`src/rtl/uart_pkg.sv`:
```
// Shared types and helpers for the UART transmit/receive blocks.
package uart_pkg;

    typedef enum logic [1:0] {
        PAR_NONE = 2'd0,
        PAR_ODD  = 2'd1,
        PAR_EVEN = 2'd2
    } parity_e;

    typedef enum logic [2:0] {
        IDLE,
        START,
        DATA,
        PARITY,
        STOP
    } tx_state_e;

    function automatic int bit_period(input int clk_freq, input int baud);
        return clk_freq / baud;
    endfunction

endpackage

```
`src/rtl/uart_sync_fifo.sv`:
```
// Synchronous FIFO with occupancy count; DEPTH must be a power of two (>= 2).
module uart_sync_fifo #(
    parameter int WIDTH = 8,
    parameter int DEPTH = 16
) (
    input  logic                         clk_i,
    input  logic                         rst_i,
    input  logic                         push_i,
    input  logic [WIDTH-1:0]             wdata_i,
    input  logic                         pop_i,
    output logic [WIDTH-1:0]             rdata_o,
    output logic                         full_o,
    output logic                         empty_o,
    output logic [$clog2(DEPTH+1)-1:0]   count_o
);
    localparam int AW = $clog2(DEPTH);
    localparam int CW = $clog2(DEPTH + 1);

    logic [WIDTH-1:0] mem_q [DEPTH];
    logic [AW-1:0]    wr_q, rd_q;
    logic [CW-1:0]    cnt_q;
    logic             do_push, do_pop;

    assign full_o  = (cnt_q == CW'(DEPTH));
    assign empty_o = (cnt_q == '0);
    assign do_push = push_i & ~full_o;
    assign do_pop  = pop_i & ~empty_o;
    assign rdata_o = mem_q[rd_q];
    assign count_o = cnt_q;

    always_ff @(posedge clk_i) begin
        if (do_push) mem_q[wr_q] <= wdata_i;
    end

    // Pointers wrap for free because DEPTH is a power of two.
    always_ff @(posedge clk_i or posedge rst_i) begin
        if (rst_i) begin
            wr_q  <= '0;
            rd_q  <= '0;
            cnt_q <= '0;
        end else begin
            if (do_push) wr_q <= wr_q + 1'b1;
            if (do_pop)  rd_q <= rd_q + 1'b1;
            case ({do_push, do_pop})
                2'b10:   cnt_q <= cnt_q + 1'b1;
                2'b01:   cnt_q <= cnt_q - 1'b1;
                default: cnt_q <= cnt_q;
            endcase
        end
    end

endmodule

```
`src/rtl/uart_tx_param.sv`:
```
// Parametrised UART transmitter with transmit FIFO.
// Optional clear-to-send gating is enabled with macro UART_TX_CTS_EN.
//   state  | meaning
//   IDLE   | line high, waiting for a queued word (and CTS)
//   START  | start bit (0)
//   DATA   | payload bits, LSB first
//   PARITY | optional parity bit
//   STOP   | STOP_BITS stop bits (1)
module uart_tx_param #(
    parameter int CLK_FREQ   = 100_000_000,
    parameter int BAUD_RATE  = 230400,
    parameter int DATA_BITS  = 8,
    parameter int PARITY     = 0,
    parameter int STOP_BITS  = 1,
    parameter int FIFO_DEPTH = 16
) (
    input  logic                              clk,
    input  logic                              reset,
`ifdef UART_TX_CTS_EN
    input  logic                              cts_n,
`endif
    input  logic [DATA_BITS-1:0]              TxData,
    input  logic                              doTransmit,
    output logic                              ready,
    output logic                              TxD,
    output logic                              isBusy,
    output logic [$clog2(FIFO_DEPTH+1)-1:0]   fifoCount,
    output logic                              overflow
);
    import uart_pkg::*;

    localparam int BIT_PERIOD = bit_period(CLK_FREQ, BAUD_RATE);
    localparam int CNT_W      = (BIT_PERIOD > 1) ? $clog2(BIT_PERIOD) : 1;
    localparam int IDX_W      = $clog2(DATA_BITS);
    localparam int CW         = $clog2(FIFO_DEPTH + 1);
    localparam logic [CNT_W-1:0] CNT_LAST = CNT_W'(BIT_PERIOD - 1);
    localparam parity_e PAR_MODE = parity_e'(PARITY);

    tx_state_e            state_q, state_d;
    logic [CNT_W-1:0]     baud_q, baud_d;
    logic [IDX_W-1:0]     idx_q, idx_d;
    logic [DATA_BITS-1:0] shift_q, shift_d;
    logic                 par_q, par_d;
    logic                 txd_q, txd_d;
    logic                 ready_q, busy_q, ovf_q;

    logic                 push, pop, full, empty, cts_ok, bit_end, start_frame;
    logic [DATA_BITS-1:0] head;
    logic [CW-1:0]        count, count_nxt;

`ifdef UART_TX_CTS_EN
    logic [1:0] cts_sync_q;

    always_ff @(posedge clk or posedge reset) begin
        if (reset) cts_sync_q <= 2'b11;
        else       cts_sync_q <= {cts_sync_q[0], cts_n};
    end

    assign cts_ok = ~cts_sync_q[1];
`else
    assign cts_ok = 1'b1;
`endif

    uart_sync_fifo #(
        .WIDTH (DATA_BITS),
        .DEPTH (FIFO_DEPTH)
    ) u_fifo (
        .clk_i   (clk),
        .rst_i   (reset),
        .push_i  (push),
        .wdata_i (TxData),
        .pop_i   (pop),
        .rdata_o (head),
        .full_o  (full),
        .empty_o (empty),
        .count_o (count)
    );

    assign push      = doTransmit & ready_q & ~full;
    assign bit_end   = (baud_q == CNT_LAST);
    assign count_nxt = count + CW'(push) - CW'(pop);

    always_comb begin
        state_d     = state_q;
        baud_d      = baud_q;
        idx_d       = idx_q;
        shift_d     = shift_q;
        par_d       = par_q;
        txd_d       = txd_q;
        pop         = 1'b0;
        start_frame = 1'b0;

        if (state_q != IDLE) baud_d = bit_end ? '0 : baud_q + 1'b1;

        case (state_q)
            IDLE: begin
                txd_d = 1'b1;
                if (!empty && cts_ok) start_frame = 1'b1;
            end
            START: begin
                if (bit_end) begin
                    txd_d   = shift_q[0];
                    shift_d = shift_q >> 1;
                    idx_d   = '0;
                    state_d = DATA;
                end
            end
            DATA: begin
                if (bit_end) begin
                    if (idx_q == IDX_W'(DATA_BITS - 1)) begin
                        if (PAR_MODE != PAR_NONE) begin
                            txd_d   = par_q;
                            state_d = uart_pkg::PARITY;
                        end else begin
                            txd_d   = 1'b1;
                            idx_d   = '0;
                            state_d = STOP;
                        end
                    end else begin
                        txd_d   = shift_q[0];
                        shift_d = shift_q >> 1;
                        idx_d   = idx_q + 1'b1;
                    end
                end
            end
            uart_pkg::PARITY: begin
                if (bit_end) begin
                    txd_d   = 1'b1;
                    idx_d   = '0;
                    state_d = STOP;
                end
            end
            STOP: begin
                if (bit_end) begin
                    if (idx_q == IDX_W'(STOP_BITS - 1)) begin
                        // Chain straight into the next frame so queued words leave no idle gap.
                        txd_d   = 1'b1;
                        state_d = IDLE;
                        if (!empty && cts_ok) start_frame = 1'b1;
                    end else begin
                        idx_d = idx_q + 1'b1;
                    end
                end
            end
            default: begin
                txd_d   = 1'b1;
                state_d = IDLE;
            end
        endcase

        if (start_frame) begin
            pop     = 1'b1;
            shift_d = head;
            par_d   = (^head) ^ (PAR_MODE == PAR_ODD);
            txd_d   = 1'b0;
            baud_d  = '0;
            state_d = START;
        end
    end

    always_ff @(posedge clk or posedge reset) begin
        if (reset) begin
            state_q <= IDLE;
            baud_q  <= '0;
            idx_q   <= '0;
            shift_q <= '0;
            par_q   <= 1'b0;
            txd_q   <= 1'b1;
            ready_q <= 1'b1;
            busy_q  <= 1'b0;
            ovf_q   <= 1'b0;
        end else begin
            state_q <= state_d;
            baud_q  <= baud_d;
            idx_q   <= idx_d;
            shift_q <= shift_d;
            par_q   <= par_d;
            txd_q   <= txd_d;
            ready_q <= (count_nxt != CW'(FIFO_DEPTH));
            busy_q  <= (state_d != IDLE) || (count_nxt != '0);
            ovf_q   <= doTransmit & ~ready_q;
        end
    end

    assign TxD       = txd_q;
    assign ready     = ready_q;
    assign isBusy    = busy_q;
    assign overflow  = ovf_q;
    assign fifoCount = count;

endmodule

```
`config.mk`:
```
export PLATFORM = sky130hd
export DESIGN_NAME = uart_tx_param
export DESIGN_NICKNAME = d
export VERILOG_FILES = /design/src/rtl/uart_pkg.sv /design/src/rtl/uart_sync_fifo.sv /design/src/rtl/uart_tx_param.sv
export SDC_FILE = /design/constraint.sdc
export NUM_CORES = 1
export LEC_CHECK = 0
export ABC_CLOCK_PERIOD_IN_PS = 7500
export BUFFER_PORTS_ARGS = -buffer_cell sky130_fd_sc_hd__buf_2
export CAP_MARGIN = 40
export CORE_MARGIN = 1
export CORE_UTILIZATION = 40
export DETAILED_ROUTE_END_ITERATION = 8
export PLACE_DENSITY = 0.51
export REMOVE_ABC_BUFFERS = 1
export SLEW_MARGIN = 10
export SYNTH_ARGS = -nofsm -noshare
export SYNTH_HDL_FRONTEND = slang
export SYNTH_HIERARCHICAL = 1
export SYNTH_SLANG_ARGS = --single-unit
```
`constraint.sdc`:
```
create_clock -name clk -period 7.5 [get_ports clk]
set_input_delay 1.5 -clock clk [delete_from_list [all_inputs] [get_ports clk]]
set_output_delay 1.5 -clock clk [all_outputs]
set_load 0.03 [all_outputs]
```
# Word-level counts from Yosys, hierarchy flattened
# Memory sizes are Yosys's and may differ from the RTL's.
# Index checks and enable logic that the tools add are counted.
[totals] reg_bits=40 ram_bits=128 inputBits=11 output_inout_bits=9 wordCells=101 memories=1
[classes] n_addsub=8 eq_ne=20 mux=38 bitwise=8 n_reduce_logical=15
[mem_list] memory="u_fifo.mem_q" words=16 width=8 rd=1 rd_ports_with_merged_regs=0 wr=1 line="uart_sync_fifo.sv:19" rtl="logic [WIDTH-1:0] mem_q [DEPTH];"
[ops] operator="3-bit 2-to-1 mux" count=12
[ops] operator="8-bit 2-to-1 mux" count=4
[ops] operator="9-bit 2-to-1 mux" count=3
[ops] operator="3-bit inequality test, second input constant" count=6
[ops] operator="8-bit case mux with 2 select lines" count=1
[ops] operator="3-bit case mux with 5 select lines" count=1
[ops] operator="1-bit 2-to-1 mux" count=13
[ops] operator="3-bit nonzero test" count=4
[ops] operator="5-bit case mux with 2 select lines" count=1
[ops] operator="5-bit AND reduction" count=2
[ops] operator="9-bit by 1-bit adder with 9-bit output, second input constant" count=1
[ops] operator="9-bit == test, second input constant" count=1
[ops] operator="3-bit case mux with 3 select lines" count=1
[ops] operator="4-bit by 1-bit adder with 4-bit output, second input constant" count=2
[ops] operator="3-bit by 2-bit == test with 1-bit output, second input constant" count=2
[ops] operator="3-bit == test, second input constant" count=2
[ops] operator="3-bit zero test" count=2
[ops] operator="2-bit inequality test, second input constant" count=3
[ops] operator="5-bit by 1-bit adder with 5-bit output" count=1
[ops] operator="5-bit by 1-bit adder with 5-bit output, second input constant" count=1
[ops] operator="1-bit AND" count=5
[ops] operator="5-bit == test, second input constant" count=1
[ops] operator="5-bit zero test" count=1
[ops] operator="5-bit inequality test, second input constant" count=1
[ops] operator="15 further kinds" count=18

# Longest topological paths before layout
# Gate-level depths: netlist (run 1).
[depth] depth_word=9 mapped_depth=16 ltp_nobuf=15

# Hierarchy
# The synthesis (run 1) kept the hierarchy.
[by_module_without_submodules] module="uart_sync_fifo" instances=1 cells_per_inst=333 area_each_um2=5796.8 seq_area_each_um2=4169.0
[by_module_without_submodules] module="uart_tx_param" instances=1 cells_per_inst=167 area_each_um2=1731.7 seq_area_each_um2=678.2

# Worst setup path after synthesis (run 1)
# Ideal clock, no wire load.
[synth_timing] path_kind="input-to-reg" from="input port doTransmit" to="register u_fifo.cnt_q[4], in the netlist u_fifo/count_o[4]" arrival_ps=3588 required_time_ps=7364 setup_slack_ps=3776 cell_stages=13 n_path_buf=1 cell_sequence="nand2_1 -> or2_2 -> inv_1 -> and2_1 -> buf_4 -> inv_1 -> ha_1 -> ha_1 -> nor2b_1 -> o21ai_0 -> a21oi_1 -> or3b_1 -> xnor2_1"
[synth_via] elab_chain_cells=5
[synth_lines] item="from (decl)" line="uart_tx_param.sv:23" rtl="input logic doTransmit,"
[synth_lines] item="1-bit AND (*) (2 in a row)" line="uart_tx_param.sv:79" rtl="assign push = doTransmit & ready_q & ~full;"
[synth_lines] item="net push" line="uart_tx_param.sv:47" rtl="logic push, pop, full, empty, cts_ok, bit_end, start_frame;"
[synth_lines] item="1-bit AND (*)" line="uart_sync_fifo.sv:26" rtl="assign do_push = push_i & ~full_o;"
[synth_lines] item="2-bit by 1-bit == test with 1-bit output / 2-bit == test (equally long branches)" line="uart_sync_fifo.sv:44" rtl="case ({do_push, do_pop})"
[synth_lines] item="5-bit case mux with 2 select lines / 2-bit nonzero test (equally long branches)"
[synth_lines] item="to (signal assigned)" line="uart_sync_fifo.sv:45" rtl="2'b10: cnt_q <= cnt_q + 1'b1;"
[synth_lines] item="to (signal assigned)" line="uart_sync_fifo.sv:46" rtl="2'b01: cnt_q <= cnt_q - 1'b1;"
[synth_lines] item="to (signal assigned)" line="uart_sync_fifo.sv:47" rtl="default: cnt_q <= cnt_q;"
[synth_lines] item="to (decl)" line="uart_sync_fifo.sv:21" rtl="logic [CW-1:0] cnt_q;"
# Mark *: on every way through the listed nets, which the timed path passes. The rest lies on a longest branch.
# A chain may end at the register's enable or synchronous reset.

# Worst setup path in the final report (run 1)
[layout_timing] from="register u_fifo.cnt_q[1], in the netlist u_fifo/count_o[1]" to="register u_fifo.cnt_q[4], in the netlist u_fifo/count_o[4]"
[layout_via] elab_chain_cells=9
[layout_lines] item="5-bit zero test (*)" line="uart_sync_fifo.sv:25" rtl="assign empty_o = (cnt_q == '0);"
[layout_lines] item="net empty" line="uart_tx_param.sv:47"
[layout_lines] item="1-bit 2-to-1 mux" line="uart_tx_param.sv:98, uart_tx_param.sv:139"
[layout_lines] item="1-bit 2-to-1 mux" line="uart_tx_param.sv:135" rtl="if (idx_q == IDX_W'(STOP_BITS - 1)) begin"
[layout_lines] item="1-bit 2-to-1 mux" line="uart_tx_param.sv:134" rtl="if (bit_end) begin"
[layout_lines] item="1-bit case mux with 2 select lines" line="uart_tx_param.sv:95" rtl="case (state_q)"
[layout_lines] item="1-bit 2-to-1 mux" line="uart_tx_param.sv:151" rtl="if (start_frame) begin"
[layout_lines] item="1-bit AND (*)" line="uart_sync_fifo.sv:27" rtl="assign do_pop = pop_i & ~empty_o;"
[layout_lines] item="2-bit by 1-bit == test with 1-bit output / 2-bit == test (equally long branches)" line="uart_sync_fifo.sv:44"
[layout_lines] item="5-bit case mux with 2 select lines / 2-bit nonzero test (equally long branches)"
# Marked as above.

==> flow_summary.yaml, run 1 <==
power_and_ir_drop:
  switching_share_pct: 27.1
  power.switching_mw: 0.649
  pwr-share-seq_pct: 48.8
  pwr-share-comb_pct: 16.6
  clkPwrFrac_pct: 34.6
  power_mw: 2.39
  ir_drop_uv: 147
  internal-power_mw: 1.74
  powerDensity_nw_per_um2: 283
  power_leakage_nw: 3.22
clocking:
  insertion_delay_ns: 0.42
  numClockSinks: 168
  hold_buffers: 0
  cts_resized: 0
  cts_tree: "done"
  post_cts_buffers: 0
  cts_buffers: 17
  htree_levels: 4
  clk_pin_slew_worst_paths_ns: 0.06
  cts_root_buf: "clkbuf_16"
  cts_buffer_depth: 2
yosys:
  synth.cell_area_um2: 7530
  synth_edf_count: 128
  synthTopCellsByCount: "edfxtp_1, dfrtp_1, mux2i_1, nand2_1, o21ai_0"
  synth_area_per_cell_um2: 15.1
  ys_ff_latch: 168
  netlist.top_cell.by_area: "edfxtp_1"
  synthMuxAreaShare_pct: 12.4
  postSynthCellCount: 500
  synth_compound_area_share_pct: 6.61
  synth-seq-area-share_pct: 64.4
  synthArstFlopShare_pct: 23.8
  ys_warn_count: 6
  synth_top_family_by_area: "multiplexers"
  synth_cell_types: 63
  synthSimpleGateAreaFrac_pct: 7.93
  synth_xor_area_share_pct: 1.86
  synth_flop_cell: "edfxtp_1"
  post-synth-top-count-cell: "edfxtp_1"
  yosysTopAreaCellShare_pct: 51.1
  synth-adder-area-share_pct: 3.52
  yosys-top-cells-area: "edfxtp_1, dfrtp_1, mux4_2"
drt:
  drtAntennaViolNets: 0
  drt-vias-per-instance: 5.36
  route.vias.total: 4129
  drt_iter0_markers: 190
  routed_wl_um: 15200
  drc: 4
  first_pass_iters: 7
  wire_per_inst_um: 19.7
placed_design:
  hpwl_um: 10300
  io_buffer_count: 19
  dp_slack_ns: 3.34
  place.gp.congestion: 0.774
critical_path:
  cp.arrival_ns: 4.30
  critPathLaunchType: "flip-flop"
  worstPathRequired_ns: 7.80
  crit_start: "u_fifo/count_o[1]"
  crit_path_end_kind: "flip-flop"
  ff2ff_path_depth: 13
  worstPathMaxFanout: 12
  critical_path_class: "reg -> reg"
  crit-reg2reg-launch: "u_fifo/count_o[1]"
sta:
  finalCriticalPeriod_ns: 4.00
  finClkSkew_ns: 0.00842
  final-setup-viol-count: 0
  layout_setup_ws_ns: 3.50
  rsz0062_at_grt: "no"
  finalMaxSlewViolations: 0
  tns_ns: 0
  period_share_pct: 53.3
  slew_headroom_pct: 41.9
  hold_violations: 0
  worst_pin_slew_ns: 0.868
  fmax_ghz: 0.250
flow_run:
  cap_violations: 0
global_route:
  track_usage_pct: 17.0
  grt_pass1_wl_um: 24300
  overflow: 0
  first_global_vias: 4232
  grt_max_degree: 29
  antenna_found_initial: 0
min_path:
  hold_start: "TxD"
  min_path_type: "reg -> reg"
  hold_depth: 2
finish:
  multi_input_area_um2: 2440
  n_fill_cell: 1578
  fin_util_pct: 46.4
  final-seq-area_um2: 4850
  area_delta_synth_final_pct: 12.2
  final_nets: 560
  layout-drive-gt1-share_pct: 19.7
  diodes: 0
die:
  die_h_um: 139
  coreArea_um2: 18200
  die_x_um: 139
  boundaryPins: 20
  initial_utilization_pct: 41.3
  row_count: 49
  design.die.area_um2: 19400
status:
  status: "finished with violations"
  violations: "DRC"
## power by group through the flow
stage | combinational, mW | sequential [mW] | clock, mW
2_1_floorplan | 0.245 | 1.20 | 0
3_3_place_gp | 0.384 | 1.18 | 0
3_5_place_dp | 0.398 | 1.19 | 0
4_1_cts | 0.400 | 1.17 | 0.854
5_1_grt | 0.441 | 1.18 | 0.886
6_report | 0.396 | 1.17 | 0.828
## cells in the final DEF, fill, tap and decap left out, types with 4 or more instances in the layout
master | synthesis | routed
mux2_1 | 8 | 8
xnor2_1 | 13 | 13
dfrtp_1 | 38 | 37
and3_1 | 4 | 4
mux2i_1 | 29 | 29
buf_4 | 2 | 10
nand2_1 | 28 | 28
nand2b_1 | 4 | 4
o21ai_0 | 26 | 26
inv_1 | 20 | 20
nor2b_1 | 5 | 5
a221oi_1 | 8 | 8
mux2_2 | 16 | 16
edfxtp_1 | 128 | 128
mux4_2 | 16 | 16
a21o_1 | 5 | 5
ha_1 | 18 | 18
nand3_1 | 5 | 5
a22oi_1 | 10 | 10
clkbuf_16 | 0 | 17
buf_2 | 6 | 19
a21oi_1 | 15 | 15
nor2_1 | 22 | 22
nor3_1 | 9 | 9
## registers in the layout (all words and copies together) (netlist names)
register / count
state_q: 3
u_fifo/count_o: 5
isBusy: 1
shift_q: 8
TxD: 1
overflow: 1
baud_q: 9
u_fifo/mem_q: 128
u_fifo/wr_q: 4
idx_q: 3
u_fifo/rd_q: 4
ready: 1
## per-layer routing
layer / vias to the layer above / global-route usage, % / routed length (um)
met5: - / 0 / 0
met4: 0 / 5.85 / 204
met3: 14 / 3.69 / 527
met2: 72 / 27.7 / 7470
met1: 2087 / 22.6 / 7010
li1: 1956 / - / -
## worst paths after layout
kind	slack (ns)	end
max	3.50	u_fifo/count_o[4]
min	0.47	TxD
max reg2reg	3.50	u_fifo/count_o[4]
min reg2reg	0.47	TxD
max in group asynchronous	5.77	TxD
min in group asynchronous	1.14	u_fifo/count_o[3]
## worst max-delay path, stage by stage (launching register included)
cell     delay [ns]
dfrtp_1        0.47
nor4_2         0.09
and2b_1        0.24
or3_1          0.43
a21oi_2        0.54
nor2b_1        0.46
ha_1           0.31
inv_1          0.10
fa_1           0.40
nor2b_1        0.12
o21ai_0        0.12
nand3_1        0.10
or3b_1         0.36
xnor2_1        0.13
## kinds of logic after synthesis
logic type / Yosys count
muxes: 70
buffers and inverters: 43
DFF: 168
xor gates and xnor gates: 16
and+or+nand+nor: 106
AOI/OAI and AO/OA: 77
adders and majority gates: 20
## final cells by class
cell class                      count  area share, %
Clock buffer                       19           5.13
Clock inverter                     13           1.53
Timing Repair Buffer               32           2.76
Sequential cell                   168           57.4
Tap cell                          229           3.39
Multi-Input combinational cell    289           28.8
Inverter                           21          0.933
## through the flow
| stage | std cells | hold WS [ns] | cell area, um2 |
|---|---|---|---|
| 4_1_cts | 771 | 0.482 | 8440 |
| 2_1_floorplan | 478 | 0.495 | 7360 |
| 5_1_grt | 771 | 0.503 | 8440 |
| 3_5_place_dp | 739 | 0.464 | 7880 |
| 3_3_place_gp | 732 | 0.458 | 7790 |
| 6_report | 771 | 0.473 | 8440 |
Note: power is estimated with default switching activity, not from simulation.
==> inputs of run 2 (changes only) <==
- ABC_AREA: default -> 1
- ABC_CLOCK_PERIOD_IN_PS: 7500 -> 3800
- clock period: 7.5 -> 3.8 ns (I/O delays scaled with it)
==> flow_summary.yaml, run 2 <==
clocking:
  insertion_delay_ns: 0.42
  numClockSinks: 168
  htree_levels: 4
  cts_buffers: 17
  cts_resized: 0
  cts_root_buf: "clkbuf_16"
  post_cts_buffers: 0
  cts_buffer_depth: 2
  clk_pin_slew_worst_paths_ns: 0.07
  hold_buffers: 0
  cts_tree: "done"
finish:
  area_delta_synth_final_pct: 11.7
  final_nets: 900
  final_common_cell: "nand2_1"
  largest_reg_flops: 128
  reg_top3: "u_fifo/mem_q (128), baud_q (9), shift_q (8)"
  diodes: 0
  layout-drive-gt1-share_pct: 10.4
  layout_common_cells: "nand2_1, edfxtp_1, inv_1, nor2_1, nand3_1"
  largest-register: "u_fifo/mem_q"
  stdcell_area_um2: 8920
critical_path:
  ff2ff_path_depth: 16
  crit_family: "simple AND/OR/NAND/NOR gates"
  cp_common_cell: "inv_1"
  cp.arrival_ns: 3.38
  crit_cells: 16
  worstPathMaxFanout: 13
  crit-reg2reg-launch: "u_fifo/count_o[1]"
  r2r_setup_slack_ns: 0.72
  critical_path_class: "reg -> reg"
  crit_start: "u_fifo/count_o[1]"
  max_stage_delay_ns: 0.44
  worst-path-buf-inv: 3
  crit_path_end_kind: "flip-flop"
  timing.rr.end: "isBusy"
  slowest_stage: "dfrtp_1"
  critical_path.endpoint: "isBusy"
  crit_chain: "inv_1 > nand4_1 > inv_1 > inv_1 > nand2_2 > nor2_2 > nand2_4 > or2_4 > nand2_1 > ha_1 > fa_1 > or2_2 > nor2_1 > nand3_1 > nor2_1 > nand3_1"
  worstPathRequired_ns: 4.10
  critPathLaunchType: "flip-flop"
placed_design:
  place.gp.congestion: 0.827
  placed_area_um2: 8370
  hpwl_um: 11900
  io_buffer_count: 19
flow_run:
  cap_violations: 0
drt:
  drt_iter0_markers: 269
  route.vias.total: 5424
  drtAntennaViolNets: 0
  first_pass_iters: 4
  routed_wl_um: 17400
  wire_per_inst_um: 15.2
  drt-vias-per-instance: 4.73
  drc: 0
die:
  coreArea_um2: 19500
  row_count: 51
  design.die.area_um2: 20500
  die_x_um: 143
  boundaryPins: 20
  initial_utilization_pct: 40.9
  die_h_um: 143
yosys:
  synth_flop_cell: "edfxtp_1"
  yosysTopAreaCellShare_pct: 48.1
  synthTopCellsByCount: "nand2_1, edfxtp_1, inv_1, nor2_1, nand3_1"
  synth.cell_area_um2: 7990
  netlist.top_cell.by_area: "edfxtp_1"
  synth_edf_count: 128
  postSynthCellCount: 847
  post-synth-top-count-cell: "nand2_1"
  ys_ff_latch: 168
  ys_warn_count: 6
  synth-seq-area-share_pct: 60.7
  synth_cell_types: 35
  synthArstFlopShare_pct: 23.8
  yosys-top-cells-area: "edfxtp_1, nand2_1, dfrtp_1"
  synth_area_per_cell_um2: 9.43
global_route:
  first_global_vias: 5277
  grt_pass1_wl_um: 28000
  overflow: 0
  track_usage_pct: 18.6
  grt_max_degree: 56
  antenna_found_initial: 0
sta:
  finClkSkew_ns: 0.0115
  slew_headroom_pct: 48.3
  hold_violations: 0
  fmax_ghz: 0.325
  final-setup-viol-count: 0
  rsz0062_at_grt: "no"
  tns_ns: 0
  finalCriticalPeriod_ns: 3.08
  worst_pin_slew_ns: 0.773
  finalMaxSlewViolations: 0
  period_share_pct: 81.0
power_and_ir_drop:
  powerDensity_nw_per_um2: 525
  ir_drop_uv: 319
  power_leakage_nw: 3.99
status:
  status: "complete, no violations"
min_path:
  min_path_type: "in -> async"
## run 2: cell count changes in the layout (fill, tap and decap cells not counted), sizes merged, moves of 25 or more
cell	previous run	this run
inv	22	107
mux2	25	0
mux2i	29	0
nand2	29	306
nand3	6	83
nor2	22	95
## run 2: metrics by stage
stage	cells	setup WS (ns)	hold WS [ns]	total power [mW]	util, %
6_report	1147	0.722	0.365	4.69	45.7
5_1_grt	1147	0.351	0.376	4.94	45.7
4_1_cts	1147	0.649	0.367	4.75	45.7
3_5_place_dp	1115	0.648	0.467	3.12	42.9
3_3_place_gp	1113	0.811	0.466	3.09	42.6
2_1_floorplan	825	0.824	0.466	2.86	-
## run 2: worst min path at each step
stage / startpoint / end / slack [ns] / cells past startpoint
final: reset / state_q[1] / 0.37 / 2
after global routing: reset / state_q[1] / 0.38 / 2
after CTS: reset / idx_q[2] / 0.37 / 2
after detailed placement: TxD / TxD / 0.47 / 2
after global placement: TxD / TxD / 0.47 / 2
after floorplan: shift_q[2] / shift_q[1] / 0.47 / 2
## run 2: area by class of cell
cell class | count | area [um2]
Clock buffer | 19 | 433
Clock inverter | 13 | 120
Fill cell | 1887 | 10600
Inverter | 104 | 395
Multi-Input combinational cell | 553 | 2620
Sequential cell | 168 | 4850
Tap cell | 265 | 332
Timing Repair Buffer | 25 | 173
## run 2: kinds of logic after synthesis
group           share of synthesized area [%]
xor+xnor                                 1.10
buf+inv                                  6.49
compound gates                           1.64
fa+ha+maj                                3.32
flops                                    60.7
simple gates                             26.8
## run 2: routing by layer
layer / vias up / global-route usage, % / wire, um
li1: 2762 / - / -
met1: 2548 / 23.0 / 7800
met2: 91 / 32.2 / 8690
met3: 23 / 3.70 / 575
met4: 0 / 6.49 / 348
met5: - / 0 / 0
## run 2: where the power goes
| group | total (mW) | switching, mW | internal [mW] |
|---|---|---|---|
| logic | 0.809 | 0.555 | 0.253 |
| clock network | 1.61 | 0.706 | 0.906 |
| registers | 2.27 | 0.0945 | 2.17 |
==> inputs of run 3 (changes only) <==
- ABC_AREA: 1 -> 0
- ABC_CLOCK_PERIOD_IN_PS: 3800 -> 2600
- PLACE_DENSITY: 0.51 -> 0.53
- clock period: 3.8 -> 2.6 ns (I/O delays scaled with it)
==> flow_summary.yaml, run 3 (synthesized netlist as in run 1, its figures left out) <==
clocking:
  insertion_delay_ns: 0.43
  cts_root_buf: "clkbuf_16"
  clk_pin_slew_worst_paths_ns: 0.06
  cts_tree: "done"
  cts_buffers: 17
  numClockSinks: 168
  hold_buffers: 0
  cts_buffer_depth: 2
  htree_levels: 4
placed_design:
  hpwl_um: 10100
  dp_cells: 786
  placed_area_um2: 8220
  io_buffer_count: 19
  dp_slack_ns: -0.446
  place.gp.congestion: 0.786
drt:
  drc: 3
  first_pass_iters: 6
  wire_per_inst_um: 17.5
  route.vias.total: 4306
  drt_iter0_markers: 179
  routed_wl_um: 14600
  drtAntennaViolNets: 0
  drt-vias-per-instance: 5.18
global_route:
  grt_max_degree: 28
  grt_pass1_wl_um: 23800
  track_usage_pct: 16.3
  first_global_vias: 4470
  antenna_found_initial: 0
  overflow: 0
critical_path:
  ff2ff_path_depth: 12
  worstPathRequired_ns: 2.89
  crit_path_end_kind: "flip-flop"
  worstPathMaxFanout: 3
  timing.rr.end: "isBusy"
  crit-reg2reg-launch: "u_fifo/count_o[1]"
  r2r_setup_slack_ns: -0.27
  cp.arrival_ns: 3.16
  critical_path_class: "reg -> reg"
  critPathLaunchType: "flip-flop"
sta:
  worst_pin_slew_ns: 0.611
  rsz0062_at_grt: "yes"
  finalMaxSlewViolations: 0
  slew_headroom_pct: 59.2
  fmax_ghz: 0.348
  whs_ns: 0.166
  final-setup-viol-count: 3
  layout_setup_ws_ns: -0.270
  tns_ns: -0.531
  period_share_pct: 110
  hold_violations: 0
  finClkSkew_ns: 0.0121
  finalCriticalPeriod_ns: 2.87
die:
  boundaryPins: 20
  die_x_um: 139
  die_h_um: 139
  row_count: 49
  initial_utilization_pct: 41.3
  coreArea_um2: 18200
  design.die.area_um2: 19400
finish:
  largest_reg_flops: 128
  layout-drive-gt1-share_pct: 31.8
  area_delta_synth_final_pct: 20.0
  fin_util_pct: 49.6
  layout_common_cells: "edfxtp_1, buf_4, dfrtp_1, nand2_1, mux2i_1"
  final-instance-count-excl-fill: 832
  stdcell_area_um2: 9030
  reg_top3: "u_fifo/mem_q (128), baud_q (9), shift_q (8)"
  largest-register: "u_fifo/mem_q"
  final_nets: 621
  diodes: 0
  final_common_cell: "edfxtp_1"
status:
  violations: "DRC, setup timing"
  status: "finished with violations"
flow_run:
  cap_violations: 0
power_and_ir_drop:
  pwr-share-seq_pct: 45.7
  clkPwrFrac_pct: 32.8
  internal-power_mw: 5.23
  pwr-share-comb_pct: 21.5
  power_leakage_nw: 3.55
  power_mw: 7.26
  powerDensity_nw_per_um2: 804
  ir_drop_uv: 439
  power.switching_mw: 2.04
  switching_share_pct: 28.1
min_path:
  min_path_type: "in -> async"
## run 3: cell type report
type	instances	area, um2
well taps	229	287
clock buffers	20	437
clock inverters	12	118
multi-input cells	289	2570
fillers	1544	9180
flip-flops and latches	168	4850
inverters	21	78.8
repair buffers	93	691
## run 3: power groups by stage
stage                     sequential [mW]  clock [mW]  combinational, mW
after floorplan                      3.47           0              0.707
after global placement               3.35           0               1.30
after detailed placement             3.37           0               1.34
after CTS                            3.31        2.44               1.47
after global routing                 3.35        2.55               1.71
final                                3.32        2.38               1.56
## run 3: worst max-delay path by stage
| stage | startpoint | slack, ns | end |
|---|---|---|---|
| after floorplan | u_fifo/count_o[0] | -1.09 | u_fifo/count_o[4] |
| after global placement | baud_q[1] | -0.41 | isBusy |
| after detailed placement | baud_q[1] | -0.45 | isBusy |
| after CTS | u_fifo/count_o[2] | -0.25 | isBusy |
| after global routing | u_fifo/count_o[1] | -0.35 | isBusy |
| final | u_fifo/count_o[1] | -0.27 | isBusy |
## run 3: critical path, stage by stage (launching register included)
cell and delay (ns):
dfrtp_1 0.40, nor4_4 0.07, and2b_1 0.17, or3_4 0.34, a21oi_4 0.15, buf_6 0.12, xnor2_2 0.05, ha_2 0.19
fa_2 0.34, and3_4 0.18, or3_4 0.37, a211oi_2 0.24, nand4b_1 0.11
## run 3: routing by layer
layer  routed length, um  part of all wire [%]  global-route usage [%]  up-vias
met3                 437                   3.0                    3.90       12
met2                7520                    52                    28.3       62
met4                 146                   1.0                    4.91        0
met5                   0                     0                       0        -
met1                6480                    44                    20.1     2156
li1                    -                     -                       -     2076
## run 3: what timing repair did
action                                 CTS  global route
pin swaps                               14             8
setup buffers                           11             4
setup endpoints to repair                5             4
gates resized for setup                 25            13
endpoints found under the hold margin    0             0
